File: src/rtl/thresh_pkg.sv
// Shared encodings for the parametrised thresholding core: operator modes and FSM states.
package thresh_pkg;

    typedef enum logic [1:0] {
        MODE_BINARY = 2'd0,
        MODE_BAND   = 2'd1,
        MODE_TRUNC  = 2'd2,
        MODE_TOZERO = 2'd3
    } mode_t;

    typedef enum logic [2:0] {
        ST_IDLE  = 3'd0,
        ST_READ  = 3'd1,
        ST_LATCH = 3'd2,
        ST_WRITE = 3'd3,
        ST_DONE  = 3'd4
    } state_t;

endpackage

File: src/rtl/thresh_pixel_op.sv
// Per-pixel threshold operator: maps one pixel to its output value and a pass flag
// according to the selected mode (all compares unsigned).
module thresh_pixel_op
    import thresh_pkg::*;
#(
    parameter int PIX_W = 8
) (
    input  logic [PIX_W-1:0] pix_i,
    input  mode_t            mode_i,
    input  logic [PIX_W-1:0] th_lo_i,
    input  logic [PIX_W-1:0] th_hi_i,
    input  logic [PIX_W-1:0] hi_val_i,
    input  logic [PIX_W-1:0] lo_val_i,
    output logic [PIX_W-1:0] result_o,
    output logic             pass_o
);

    always_comb begin
        result_o = lo_val_i;
        pass_o   = 1'b0;
        case (mode_i)
            MODE_BINARY: begin
                pass_o   = (pix_i >= th_hi_i);
                result_o = pass_o ? hi_val_i : lo_val_i;
            end
            // An inverted band (ThLo > ThHi) can never pass, so it yields LoVal throughout.
            MODE_BAND: begin
                pass_o   = (pix_i >= th_lo_i) && (pix_i <= th_hi_i);
                result_o = pass_o ? hi_val_i : lo_val_i;
            end
            MODE_TRUNC: begin
                pass_o   = (pix_i > th_hi_i);
                result_o = pass_o ? th_hi_i : pix_i;
            end
            MODE_TOZERO: begin
                pass_o   = (pix_i >= th_hi_i);
                result_o = pass_o ? pix_i : '0;
            end
            default: begin
                pass_o   = 1'b0;
                result_o = lo_val_i;
            end
        endcase
    end

endmodule

File: src/rtl/thresh_core_param.sv
// Thresholding core: reads packed source words, writes one thresholded pixel per cycle.
// Define THRESH_STATS_EN to build the HiCount pass counter; otherwise HiCount is tied to 0.
module thresh_core_param
    import thresh_pkg::*;
#(
    parameter int PIX_W        = 8,
    parameter int PIX_PER_WORD = 4,
    parameter int NUM_PIX      = 76800,
    parameter int SRC_AW       = 15,
    parameter int DST_AW       = 17
) (
    input  logic                          Clk,
    input  logic                          Rst,
    input  logic                          Go,
    output logic                          Done,
    output logic                          Busy,
    input  logic [1:0]                    Mode,
    input  logic [PIX_W-1:0]              ThLo,
    input  logic [PIX_W-1:0]              ThHi,
    input  logic [PIX_W-1:0]              HiVal,
    input  logic [PIX_W-1:0]              LoVal,
    output logic [SRC_AW-1:0]             Src_Addr,
    output logic                          Src_En,
    input  logic [PIX_W*PIX_PER_WORD-1:0] Src_Do,
    output logic [DST_AW-1:0]             Dst_Addr,
    output logic                          Dst_En,
    output logic                          Dst_We,
    output logic [PIX_W-1:0]              Dst_Di,
    output logic [DST_AW:0]               HiCount
);

    localparam int WORD_W = PIX_W * PIX_PER_WORD;
    localparam int KW     = (PIX_PER_WORD > 1) ? $clog2(PIX_PER_WORD) : 1;
    localparam logic [DST_AW-1:0] LAST_PIX = DST_AW'(NUM_PIX - 1);
    localparam logic [KW-1:0]     LAST_K   = KW'(PIX_PER_WORD - 1);

    typedef struct packed {
        mode_t            mode;
        logic [PIX_W-1:0] th_lo;
        logic [PIX_W-1:0] th_hi;
        logic [PIX_W-1:0] hi_val;
        logic [PIX_W-1:0] lo_val;
    } cfg_t;

    state_t              state_q, state_d;
    cfg_t                cfg_q, cfg_d;
    logic [SRC_AW-1:0]   word_addr_q, word_addr_d;
    logic [DST_AW-1:0]   pix_addr_q, pix_addr_d;
    logic [KW-1:0]       k_q, k_d;
    logic [WORD_W-1:0]   word_q, word_d;
    logic [PIX_W-1:0]    dst_di_q, dst_di_d;
    logic [PIX_W-1:0]    op_result;
    logic                op_pass;
    logic                go_accept;

    assign go_accept = Go && ((state_q == ST_IDLE) || (state_q == ST_DONE));

    // The unpack register shifts right after each write, so pixel k is always in the low slot.
    thresh_pixel_op #(.PIX_W(PIX_W)) u_op (
        .pix_i    (word_q[PIX_W-1:0]),
        .mode_i   (cfg_q.mode),
        .th_lo_i  (cfg_q.th_lo),
        .th_hi_i  (cfg_q.th_hi),
        .hi_val_i (cfg_q.hi_val),
        .lo_val_i (cfg_q.lo_val),
        .result_o (op_result),
        .pass_o   (op_pass)
    );

    always_comb begin
        state_d     = state_q;
        cfg_d       = cfg_q;
        word_addr_d = word_addr_q;
        pix_addr_d  = pix_addr_q;
        k_d         = k_q;
        word_d      = word_q;
        dst_di_d    = dst_di_q;
        case (state_q)
            ST_IDLE, ST_DONE: begin
                if (go_accept) begin
                    state_d     = ST_READ;
                    cfg_d       = '{mode: mode_t'(Mode), th_lo: ThLo, th_hi: ThHi,
                                    hi_val: HiVal, lo_val: LoVal};
                    word_addr_d = '0;
                    pix_addr_d  = '0;
                end
            end
            ST_READ:  state_d = ST_LATCH;
            ST_LATCH: begin
                word_d  = Src_Do;
                k_d     = '0;
                state_d = ST_WRITE;
            end
            ST_WRITE: begin
                dst_di_d = op_result;
                word_d   = word_q >> PIX_W;
                if (pix_addr_q == LAST_PIX) begin
                    state_d = ST_DONE;
                end else begin
                    pix_addr_d = pix_addr_q + 1'b1;
                    if (k_q == LAST_K) begin
                        word_addr_d = word_addr_q + 1'b1;
                        state_d     = ST_READ;
                    end else begin
                        k_d = k_q + 1'b1;
                    end
                end
            end
            default: state_d = ST_IDLE;
        endcase
    end

    always_ff @(posedge Clk) begin
        if (Rst) begin
            state_q     <= ST_IDLE;
            cfg_q       <= '0;
            word_addr_q <= '0;
            pix_addr_q  <= '0;
            k_q         <= '0;
            word_q      <= '0;
            dst_di_q    <= '0;
        end else begin
            state_q     <= state_d;
            cfg_q       <= cfg_d;
            word_addr_q <= word_addr_d;
            pix_addr_q  <= pix_addr_d;
            k_q         <= k_d;
            word_q      <= word_d;
            dst_di_q    <= dst_di_d;
        end
    end

    assign Src_En   = (state_q == ST_READ);
    assign Src_Addr = word_addr_q;
    assign Dst_En   = (state_q == ST_WRITE);
    assign Dst_We   = (state_q == ST_WRITE);
    assign Dst_Addr = pix_addr_q;
    assign Dst_Di   = Dst_We ? op_result : dst_di_q;
    assign Done     = (state_q == ST_DONE);
    assign Busy     = (state_q != ST_IDLE) && (state_q != ST_DONE);

`ifdef THRESH_STATS_EN
    logic [DST_AW:0] hi_cnt_q, hi_cnt_d;

    always_comb begin
        hi_cnt_d = hi_cnt_q;
        if (go_accept)
            hi_cnt_d = '0;
        else if ((state_q == ST_WRITE) && op_pass)
            hi_cnt_d = hi_cnt_q + 1'b1;
    end

    always_ff @(posedge Clk) begin
        if (Rst) hi_cnt_q <= '0;
        else     hi_cnt_q <= hi_cnt_d;
    end

    assign HiCount = hi_cnt_q;
`else
    assign HiCount = '0;
`endif

endmodule
File: config.mk
export PLATFORM = sky130hd
export DESIGN_NAME = thresh_core_param
export DESIGN_NICKNAME = d
export VERILOG_FILES = /design/src/rtl/thresh_pkg.sv /design/src/rtl/thresh_pixel_op.sv /design/src/rtl/thresh_core_param.sv
export SDC_FILE = /design/constraint.sdc
export NUM_CORES = 1
export LEC_CHECK = 0
export BUFFER_PORTS_ARGS = -buffer_cell sky130_fd_sc_hd__buf_2
export CAP_MARGIN = 20
export CORE_ASPECT_RATIO = 1.75
export CORE_MARGIN = 2
export CORE_UTILIZATION = 59
export CTS_CLUSTER_DIAMETER = 40
export DETAILED_ROUTE_END_ITERATION = 12
export PLACE_DENSITY = 0.91
export SLEW_MARGIN = 20
export SYNTH_ARGS = -nofsm -noshare
export SYNTH_HDL_FRONTEND = slang
export SYNTH_HIERARCHICAL = 1
export SYNTH_SLANG_ARGS = --single-unit
export TNS_END_PERCENT = 30
File: constraint.sdc
create_clock -name Clk -period 5.05 [get_ports Clk]
set_clock_uncertainty 0.1 [all_clocks]
set_input_delay 0.505 -clock Clk [delete_from_list [all_inputs] [get_ports Clk]]
set_output_delay 0.505 -clock Clk [all_outputs]
set_load 0.02 [all_outputs]
==> metrics.md <==
| Metric | Value |
|---|---|
| Hold crit path type | `input pin to flip-flop` |
| RR Endpoint | `Src_Addr[4]` |
| CTS tree | `yes` |
| R2r worst-path depth | `6` |
| Starting density of the core | `about three fifths` |
| Final net count | `a little over 900` |
| Antenna Nets Post-Route | `0` |
| Routed wire per std cell | `16.2 um` |
| Mean area per synthesized cell | `~8 um^2` |
| # setup viols final | `0` |
| Crit path DAT | `2.99 ns` |
| Crit-path max FO | `16` |
| Layout area overhead | `13.3%` |
| First-pass GRT wire length | `24.3 mm` |
| Max-cap violations | `0` |
| Clock Tree Buf Depth | `2` |
| Total core area | `0.00991 mm^2` |
| GRT Total Usage | `between 20% and 30%` |
| Vias | `5,636` |
| RSZ-0062 raised after global routing | `no` |
| # DRC | `0` |
| Placed cell areas | `0.00653 mm^2` |
| Initial antenna violation count | `2` |
| Slew Limit Headroom | `33.7%` |
| # resized after CTS | `0` |
| Pre-Repair DR Iteration Count | `5` |
| Critical Path Source Type | `flip-flop` |
| CP Class | `flip-flop to primary output` |
| Commonest non-fill, non-tap cell in the layout | `nand2_1` |
| Post-route cell area | `approximately 0.0068 mm^2` |
| Detailed Route Iter0 Violations | `271` |
| Most frequent cells in the layout | `nand2_1 (129), buf_2 (113), dfxtp_1 (110)` |
| Post-synthesis cell area | `between 0.006 and 0.007 mm^2` |
| WP data required | `4.45 ns` |
| Row count | `48` |
| Clk_lat worst skew | `0.35 ns` |
| GRT Residual Overflow | `0` |
| Status | `finished, final reports clean` |
| Num CTS Buffers | `9` |
| Die H | `around 140 um` |
| Final worst-path cycle share | `between 70% and 80%` |
| Worst-Margin Slew | `0.991 ns` |
| Pwr Density | `about 330 mW/mm^2` |
| Clock sink count | `~110` |
| Largest net degree at the start of global routing | `90` |
| Leak pwr | `2.85 nW` |
| Die span in x | `roughly 80 um` |
| Setup crit end kind | `primary output` |
| Clock slew seen by the registers of the worst setup and hold paths | `0.07 ns` |
| IO Port Bufs | `around 110` |
| CTS root buffer | `clkbuf_16` |
| Routed wire length | `about 15 mm` |
| Synth warn | `6` |
| Vias in the first global route | `around 5,200` |
| CP Launch Point | `cfg_q[18]` |
| Post-CTS Hold Buffers | `0` |
| IO Pins | `around 130` |
| DP HPWL | `11.0 mm` |
| # H-tree levels | `3` |
| Setup slack, reg-to-reg | `roughly 1.9 ns` |
| Utilization after layout | `between 60% and 70%` |
| Die ar. | `between 0.01 and 0.015 mm^2` |
| Final Critical Period | `around 3.6 ns` |
| Total power | `roughly 2.2 mW` |
| Via/cell ratio | `5.93` |
| Worst vdd ir | `between 0.2 and 0.3 mV` |
| Final Hold Fails | `0` |
| Setup TNS | `0 ns` |
| Max Fclk | `around 280 MHz` |
| Syn Inst Count | `about 740` |
| Worst r2r src | `state_q[0]` |
| Setup Buffers After CTS | `0` |
| Hold WS | `around 0.29 ns` |
| Share of cells above drive strength 1 | `a little over a fifth` |
| GP Congestion | `approximately 0.97` |
| Critical Path End | `Dst_Di[4]` |
| Slew Viols, Final | `0` |
-- stage by stage --
stage                     worst slack (ns)  std cells
after global placement                1.91        933
after global routing                  1.26        950
final                                 1.45        950
after floorplan                       2.15        753
after detailed placement              1.86        933
after CTS                             1.47        948
-- worst max-delay path, stage by stage (launching register included) --
cell	delay (ns)
dfxtp_1	0.42
inv_1	0.07
ha_1	0.35
nand4_2	0.16
o21ai_0	0.30
buf_4	0.25
o311a_4	0.30
nand3_1	0.10
a32oi_1	0.32
nand2_1	0.12
nand2_1	0.09
buf_2	0.16
-- state kept, by name, indices dropped and copies added (netlist names) --
| register | count |
|---|---|
| cfg_q | 34 |
| word_q | 32 |
| Dst_Addr | 17 |
| Src_Addr | 15 |
| dst_di_q | 8 |
| state_q | 3 |
| k_q | 2 |
-- power breakdown --
part           switching (mW)  internal [mW]  leakage [nW]  total (mW)
Clock                   0.329          0.387         0.140       0.716
Sequential             0.0466          0.928         0.905       0.975
Combinational           0.316          0.218          1.81       0.534
-- layout make-up --
cell class | instances | area, um^2
clock inverters | 6 | 70.1
well taps | 125 | 156
flip-flops and latches | 111 | 2220
clock buffers | 9 | 225
diodes | 2 | 5.00
fillers | 799 | 3080
repair buffers | 119 | 611
inverters | 34 | 128
multi-input cells | 544 | 3420
-- worst min-delay path by stage --
| stage | slack [ns] | from | cells after the start | endpoint |
|---|---|---|---|---|
| 6_report | 0.29 | HiVal[4] | 3 | cfg_q[12] |
| 5_1_grt | 0.28 | LoVal[5] | 3 | cfg_q[5] |
| 4_1_cts | 0.28 | HiVal[4] | 3 | cfg_q[12] |
| 3_5_place_dp | 0.35 | cfg_q[28] | 2 | cfg_q[28] |
| 3_3_place_gp | 0.34 | word_q[29] | 2 | word_q[29] |
| 2_1_floorplan | 0.33 | word_q[28] | 2 | word_q[28] |
-- per-layer routing --
layer | GRT usage (%) | part of all wire [%] | vias to the layer above
met3 | 5.50 | 5.4 | 55
met2 | 50.1 | 54 | 216
li1 | - | - | 2732
met5 | 0 | 0 | -
met4 | 17.5 | 4.8 | 0
met1 | 29.6 | 36 | 2633
Power figures use the tool's default switching activity.
